## src/rtl/flash_ctrl.sv

```systemverilog
// Word-to-halfword flash initiator: splits each 32-bit request into two 16-bit flash
// accesses (low half first), with a ce gap between them and a per-halfword ready timeout.
`timescale 1ns/1ps
module flash_ctrl #(
   parameter int ADDR_W  = 23,
   parameter int TIMEOUT = 255
) (
   input  logic              clk,
   input  logic              rst,
   input  logic              mem_ce_i,
   input  logic              mem_we_i,
   input  logic [ADDR_W-2:0] mem_addr_i,
   input  logic [31:0]       mem_data_i,
   output logic [31:0]       mem_data_o,
   output logic              mem_ready_o,
   output logic              mem_err_o,
   output logic              mem_busy_o,
   output logic [ADDR_W-1:0] flash_addr_o,
   output logic              flash_ce_o,
   output logic              flash_we_o,
   output logic [15:0]       flash_data_o,
   input  logic [15:0]       flash_data_i,
   input  logic              flash_ready_i
);

   localparam int CNT_W = $clog2(TIMEOUT + 1);
   localparam logic [CNT_W-1:0] CNT_LAST = CNT_W'(TIMEOUT - 1);

   typedef enum logic [2:0] {IDLE, LO, GAP1, HI, GAP2, ERR} state_t;

   state_t            state_reg, state_next;
   logic [CNT_W-1:0]  cnt_reg, cnt_next;
   logic [ADDR_W-2:0] addr_reg, addr_next;
   logic              we_reg, we_next;
   logic [31:0]       data_reg, data_next;
   logic [31:0]       rdata_reg, rdata_next;
   logic              timed_out;
   logic              in_access;

   always_ff @(posedge clk or negedge rst) begin
      if (!rst) begin
         state_reg <= IDLE;
         cnt_reg   <= '0;
         addr_reg  <= '0;
         we_reg    <= 1'b0;
         data_reg  <= '0;
         rdata_reg <= '0;
      end else begin
         state_reg <= state_next;
         cnt_reg   <= cnt_next;
         addr_reg  <= addr_next;
         we_reg    <= we_next;
         data_reg  <= data_next;
         rdata_reg <= rdata_next;
      end
   end

   always_comb begin
      state_next = state_reg;
      cnt_next   = cnt_reg;
      addr_next  = addr_reg;
      we_next    = we_reg;
      data_next  = data_reg;
      rdata_next = rdata_reg;
      timed_out  = (cnt_reg == CNT_LAST);

      case (state_reg)
         IDLE: begin
            if (mem_ce_i) begin
               addr_next  = mem_addr_i;
               we_next    = mem_we_i;
               data_next  = mem_data_i;
               cnt_next   = '0;
               state_next = LO;
            end
         end
         LO: begin
            if (flash_ready_i) begin
               if (!we_reg) data_next[15:0] = flash_data_i;
               state_next = GAP1;
            end else if (timed_out) begin
               state_next = ERR;
            end else begin
               cnt_next = cnt_reg + CNT_W'(1);
            end
         end
         // One ce-low cycle lets the registered ready from LO fall before HI looks at it.
         GAP1: begin
            cnt_next   = '0;
            state_next = HI;
         end
         HI: begin
            if (flash_ready_i) begin
               if (!we_reg) rdata_next = {flash_data_i, data_reg[15:0]};
               state_next = GAP2;
            end else if (timed_out) begin
               state_next = ERR;
            end else begin
               cnt_next = cnt_reg + CNT_W'(1);
            end
         end
         GAP2:    state_next = IDLE;
         ERR:     state_next = IDLE;
         default: state_next = IDLE;
      endcase

      // Outputs decode straight from registered state so reset drops them immediately.
      in_access    = (state_reg == LO) || (state_reg == HI);
      flash_ce_o   = in_access;
      flash_we_o   = in_access && we_reg;
      flash_addr_o = in_access ? {addr_reg, (state_reg == HI)} : '0;
      flash_data_o = '0;
      if (in_access && we_reg)
         flash_data_o = (state_reg == HI) ? data_reg[31:16] : data_reg[15:0];
      mem_ready_o  = (state_reg == GAP2) || (state_reg == ERR);
      mem_err_o    = (state_reg == ERR);
      mem_busy_o   = (state_reg != IDLE);
   end

   assign mem_data_o = rdata_reg;

endmodule
```

## config.mk

```make
export PLATFORM = sky130hd
export DESIGN_NAME = flash_ctrl
export DESIGN_NICKNAME = d
export VERILOG_FILES = /design/src/rtl/flash_ctrl.sv
export SDC_FILE = /design/constraint.sdc
export NUM_CORES = 1
export LEC_CHECK = 0
export CORE_AREA = 2 2 117 165
export DETAILED_ROUTE_END_ITERATION = 6
export DIE_AREA = 0 0 119 167
export HOLD_SLACK_MARGIN = 0.06
export MAX_ROUTING_LAYER = met4
export PLACE_DENSITY = 0.45
export SLEW_MARGIN = 20
export SYNTH_ARGS = -nofsm -noshare
export SYNTH_HDL_FRONTEND = slang
export SYNTH_SLANG_ARGS = --single-unit
export TNS_END_PERCENT = 5
```

## constraint.sdc

```tcl
create_clock -name clk -period 1.9 [get_ports clk]
set_input_delay 0.475 -clock clk [delete_from_list [all_inputs] [get_ports clk]]
set_output_delay 0.475 -clock clk [all_outputs]
set_load 0.01 [all_outputs]
```

## Word-level counts from Yosys, hierarchy flattened

Index checks and enable logic that the tools add are counted.
Widths: inputs -> output; s select.

| operators by class | value |
|---|---|
| add/sub/neg operators | 1 |
| eq/ne operators | 11 |
| mux-type cells | 16 |
| bitwise logic cells | 1 |
| reductions and logical operators | 12 |

Operator list:

| operator | number |
|---|---|
| $mux 16 | 5 |
| $pmux 16 s2 | 1 |
| $mux 8 | 3 |
| $pmux 8 s3 | 1 |
| $mux 23 | 1 |
| $mux 3 | 4 |
| $pmux 3 s4 | 1 |
| $ne 2x2->1 const B | 5 |
| $add 8x1->8 const B | 1 |
| $eq 8x8->1 const B | 1 |
| $reduce_and 4->1 | 2 |
| $eq 3x2->1 const B | 2 |
| $eq 3x3->1 const B | 2 |
| $reduce_bool 3->1 | 2 |
| $eq 3x1->1 const B | 1 |
| $logic_not 3->1 | 1 |
| $reduce_and 3->1 | 1 |
| $logic_or 1x1->1 | 2 |
| $reduce_and 2->1 | 1 |
| $reduce_bool 2->1 | 1 |
| $reduce_or 2->1 | 1 |
| $logic_and 1x1->1 | 1 |
| $not 1->1 | 1 |

| word-level totals | value |
|---|---|
| bits in registers | 98 |
| input port bits | 75 |
| output and inout port bits | 76 |

## Depth between registers and ports, before layout

Gate-level depths: netlist of the first run.

| logic depth | value |
|---|---|
| depth after elaboration | 4 |
| mapped depth | 6 |

## Least setup slack after synthesis of the first run

OpenSTA, ideal clock, no wires.

| timing | value |
|---|---|
| kind | reg-to-output |
| from | reg state_reg[2] |
| to | out flash_data_o[10] |
| arrival | 1371 ps |
| setup slack | 54 ps |
| stages on the path, launching flop included | 7 |
| path through | dfrtp_1 nand2b_1 buf_4 clkinv_1 nand2_1 buf_4 nor2_1 |

| between the ends | value |
|---|---|
| word-level cells in the longest chain between the ends | 4 |
| elaborated cells between the ends (all ways) | 6 |
| classes of those cells | eq/ne: 2; mux: 2; reduce/logical: 2 |

Ends and longest elaborated chain:

| what | line | text |
|---|---|---|
| start, declared | 31 | `state_t state_reg, state_next;` |
| start signal, assigned | 49 | `state_reg <= state_next;` |
| $eq 3x1->1 / $eq 3x2->1 (equally long branches) | 108, 114 |  |
| $logic_or 1x1->1 | 108 | `in_access = (state_reg == LO) \|\| (state_reg == HI);` |
| $logic_and 1x1->1 | 113 | `if (in_access && we_reg)` |
| $mux 16 * | 113 |  |
| end, declared | 21 | `output logic [15:0] flash_data_o,` |

Every way passes the cells marked *; elsewhere a longest branch is shown, timed or not.

## Final worst setup path of the first run

| timing | value |
|---|---|
| from | reg state_reg[1] |
| to | out flash_data_o[0] |

The elaborated chain is that of the path after synthesis.

==> results of run 1 <==
-- repair_timing --
action | 4_1_cts | 5_1_grt
pin swaps | 6 | 4
buffers inserted | 5 | 1
hold buffers | 1 | 0
hold endpoints to repair | 23 | 0
gates resized for setup | 190 | 19
cloned | 1 | 0
endpoints found under the setup margin | 83 | 69
-- how the worst max path moves through the flow --
stage	endpoint	slack, ps	cells after the start
2_1_floorplan	flash_data_o[10]	50	6
3_3_place_gp	flash_data_o[0]	-120	4
3_5_place_dp	flash_data_o[0]	-120	4
4_1_cts	mem_busy_o	-200	3
5_1_grt	flash_data_o[0]	-130	5
6_report	flash_data_o[0]	-50	5
-- metrics by stage --
stage	setup TNS [ps]	hold slack [ps]	total power, mW	utilization (%)
5_1_grt	-3570	492	12.1	36.8
3_3_place_gp	-6490	407	9.41	35.1
6_report	-361	482	11.2	36.8
2_1_floorplan	0	179	6.60	-
3_5_place_dp	-7040	403	9.49	35.1
4_1_cts	-1940	487	11.5	37.0
-- area by class of cell --
cell class	instances	area, um^2	area share (%)
Timing Repair Buffer	184	1750	25.8
Clock inverter	5	37.5	0.554
Tap cell	244	305	4.51
Inverter	6	27.5	0.406
Multi-Input combinational cell	237	1960	28.9
Clock buffer	11	243	3.58
Sequential cell	98	2450	36.2
-- critical path: stages, from the launching register on --
cell and delay [ps]:
dfrtp_2 450, buf_12 140, buf_12 150, mux2i_4 180, nor2_1 80, buf_2 130
-- cells in the final DEF, fill, tap and decap left out, types with 11 or more instances in the layout --
master and instances:
a21oi_1 18, and2_1 17, buf_2 35, buf_4 18, buf_6 11, clkdlybuf4s50_1 105
dfrtp_1 97, mux2_1 11, mux2_2 61, mux2i_1 30, nor2_1 33
-- power breakdown --
| group | internal, mW | switching (mW) | total [mW] | leakage, nW |
|---|---|---|---|---|
| Sequential | 3.10 | 0.619 | 3.72 | 1.16 |
| Clock | 0.929 | 0.803 | 1.73 | 0.132 |
| Combinational | 3.26 | 2.51 | 5.78 | 1.59 |
| Total | 7.29 | 3.94 | 11.2 | 2.89 |
-- metal layers --
metal,up-vias,share of wire (%),track usage (%)
li1,1612,-,-
met1,1665,40,15.1
met2,101,53,22.8
met3,14,5.9,3.73
met4,0,1.4,4.45
met5,-,0,-
-- logic make-up after synthesis --
group | after synthesis
mux | 105
buf+inv | 28
compound gates | 36
flops | 98
simple gates | 94
fa+ha+maj | 2
==> run metrics, run 1 <==
cell depth of the worst hold path=1; max-slew violations=0; starting density of the core=24.6%; Final GP Congestion=0.748; CTS tree=built; H-tree levels=3; first-pass GRT wire length=19,900 um; total track usage=13.4%; hold_sp=addr_reg[20]; post-route ant nets=0; Synth Area in XOR/XNOR=0%; Synth Area per Inst=12.4 um^2; failing checks=negative setup slack; WP data required=1420 ps; post-synthesis cell count=363; final wirelength=12,400 um; Non-Filler Instances=785; achievable clock frequency=512 MHz; Worst R2R Start=state_reg[1]; most instantiated cells after synthesis=dfrtp_1 (98), mux2_2 (61), nor2_1 (39), mux2i_1 (33), and2_1 (23); Fillers=1,862; adder-cell area share of the yosys netlist=0.554%; Clock Tree Buf Depth=2; final hold vios=0; post-synth top area share=54.3%; Worst VDD drop=0.500 mV; element type at the critical path end=primary output; hold crit path type=reg2reg; Area Overhead vs Synth=49.9%; Worst-Margin Slew=330 ps; clk_lat worst skew=350 ps; Mapped Area=4520 um^2; top-level I/O count=151; WL per Instance=15.8 um; Synth Area in Simple Gates=11.0%; FF-to-FF End=data_reg[17]; largest family of logic cells by synthesized area=multiplexers; die area=19,900 um^2; vias in the first global route=3,710; share of layout cells above drive strength 1=33.1%; chip width=119 um; Unique masters post-synth=38; core area=18,400 um^2; Crit Path Class=reg2out; Post-synth ARST share=100%; # rows=59; worst setup margin=-54.0 ps; initial antenna violation count=0; CP Launch Type=register; # DRC=0; total of max-cap violations=0; clock sinks=98; n_diodes=0; post-layout minimum cycle time=1950 ps; Worst Hold Endpoint=addr_reg[20]; CTS root buffer=clkbuf_16; Final setup viols=21; final instance area=6770 um^2; RSZ-0062 raised after global routing=true; count leader, synth=dfrtp_1; Synth Flop Type=dfrtp_1; Pwr Density=1660 nW/um^2; grt ovf=0; Initial DRT Pass Iterations=4; final period utilization=103%; Yosys reg bits=98; mux cell area share after synthesis=25.3%; pin count of the biggest net entering global routing=44; syn nets=440; Detail Placement HPWL=8910 um; die span in y=167 um; compound-gate portion of the synthesized area=5.04%; crit path from=state_reg[1]; dpl cells=761; Seq/Total Area, Yosys=54.3%; # port buffers=150; via count=3,392; synth warn=0; total CTS buffers=9; Reg clk slew, reported paths=70 ps; Worst Path Max Fanout=11; critical path arrival=1480 ps; Placed Area=6450 um^2; clk_skew=6.22 ps; Post-synth EDFFs=0; initial drt markers=61; synth top area cells=dfrtp_1 (54%), mux2_2 (15%), mux2i_1 (7.3%); cell count of the worst reg-to-reg path=6; Worst R2R Setup Slack=-20 ps; number of vias per cell=4.32; status=complete, but fails checks; Slew headroom=77.7%; cell taking the most area after synthesis=dfrtp_1; layout net count=613; leakage power=2.89 nW; Post-Place Setup Slack=-120 ps
Power figures use the tool's default switching activity.
==> inputs of run 2 (changes only) <==
Settings changed: CAP_MARGIN from default to 40.
==> results of run 2 <==
The final DEF is identical to that of run 1; final timing and power are the same.
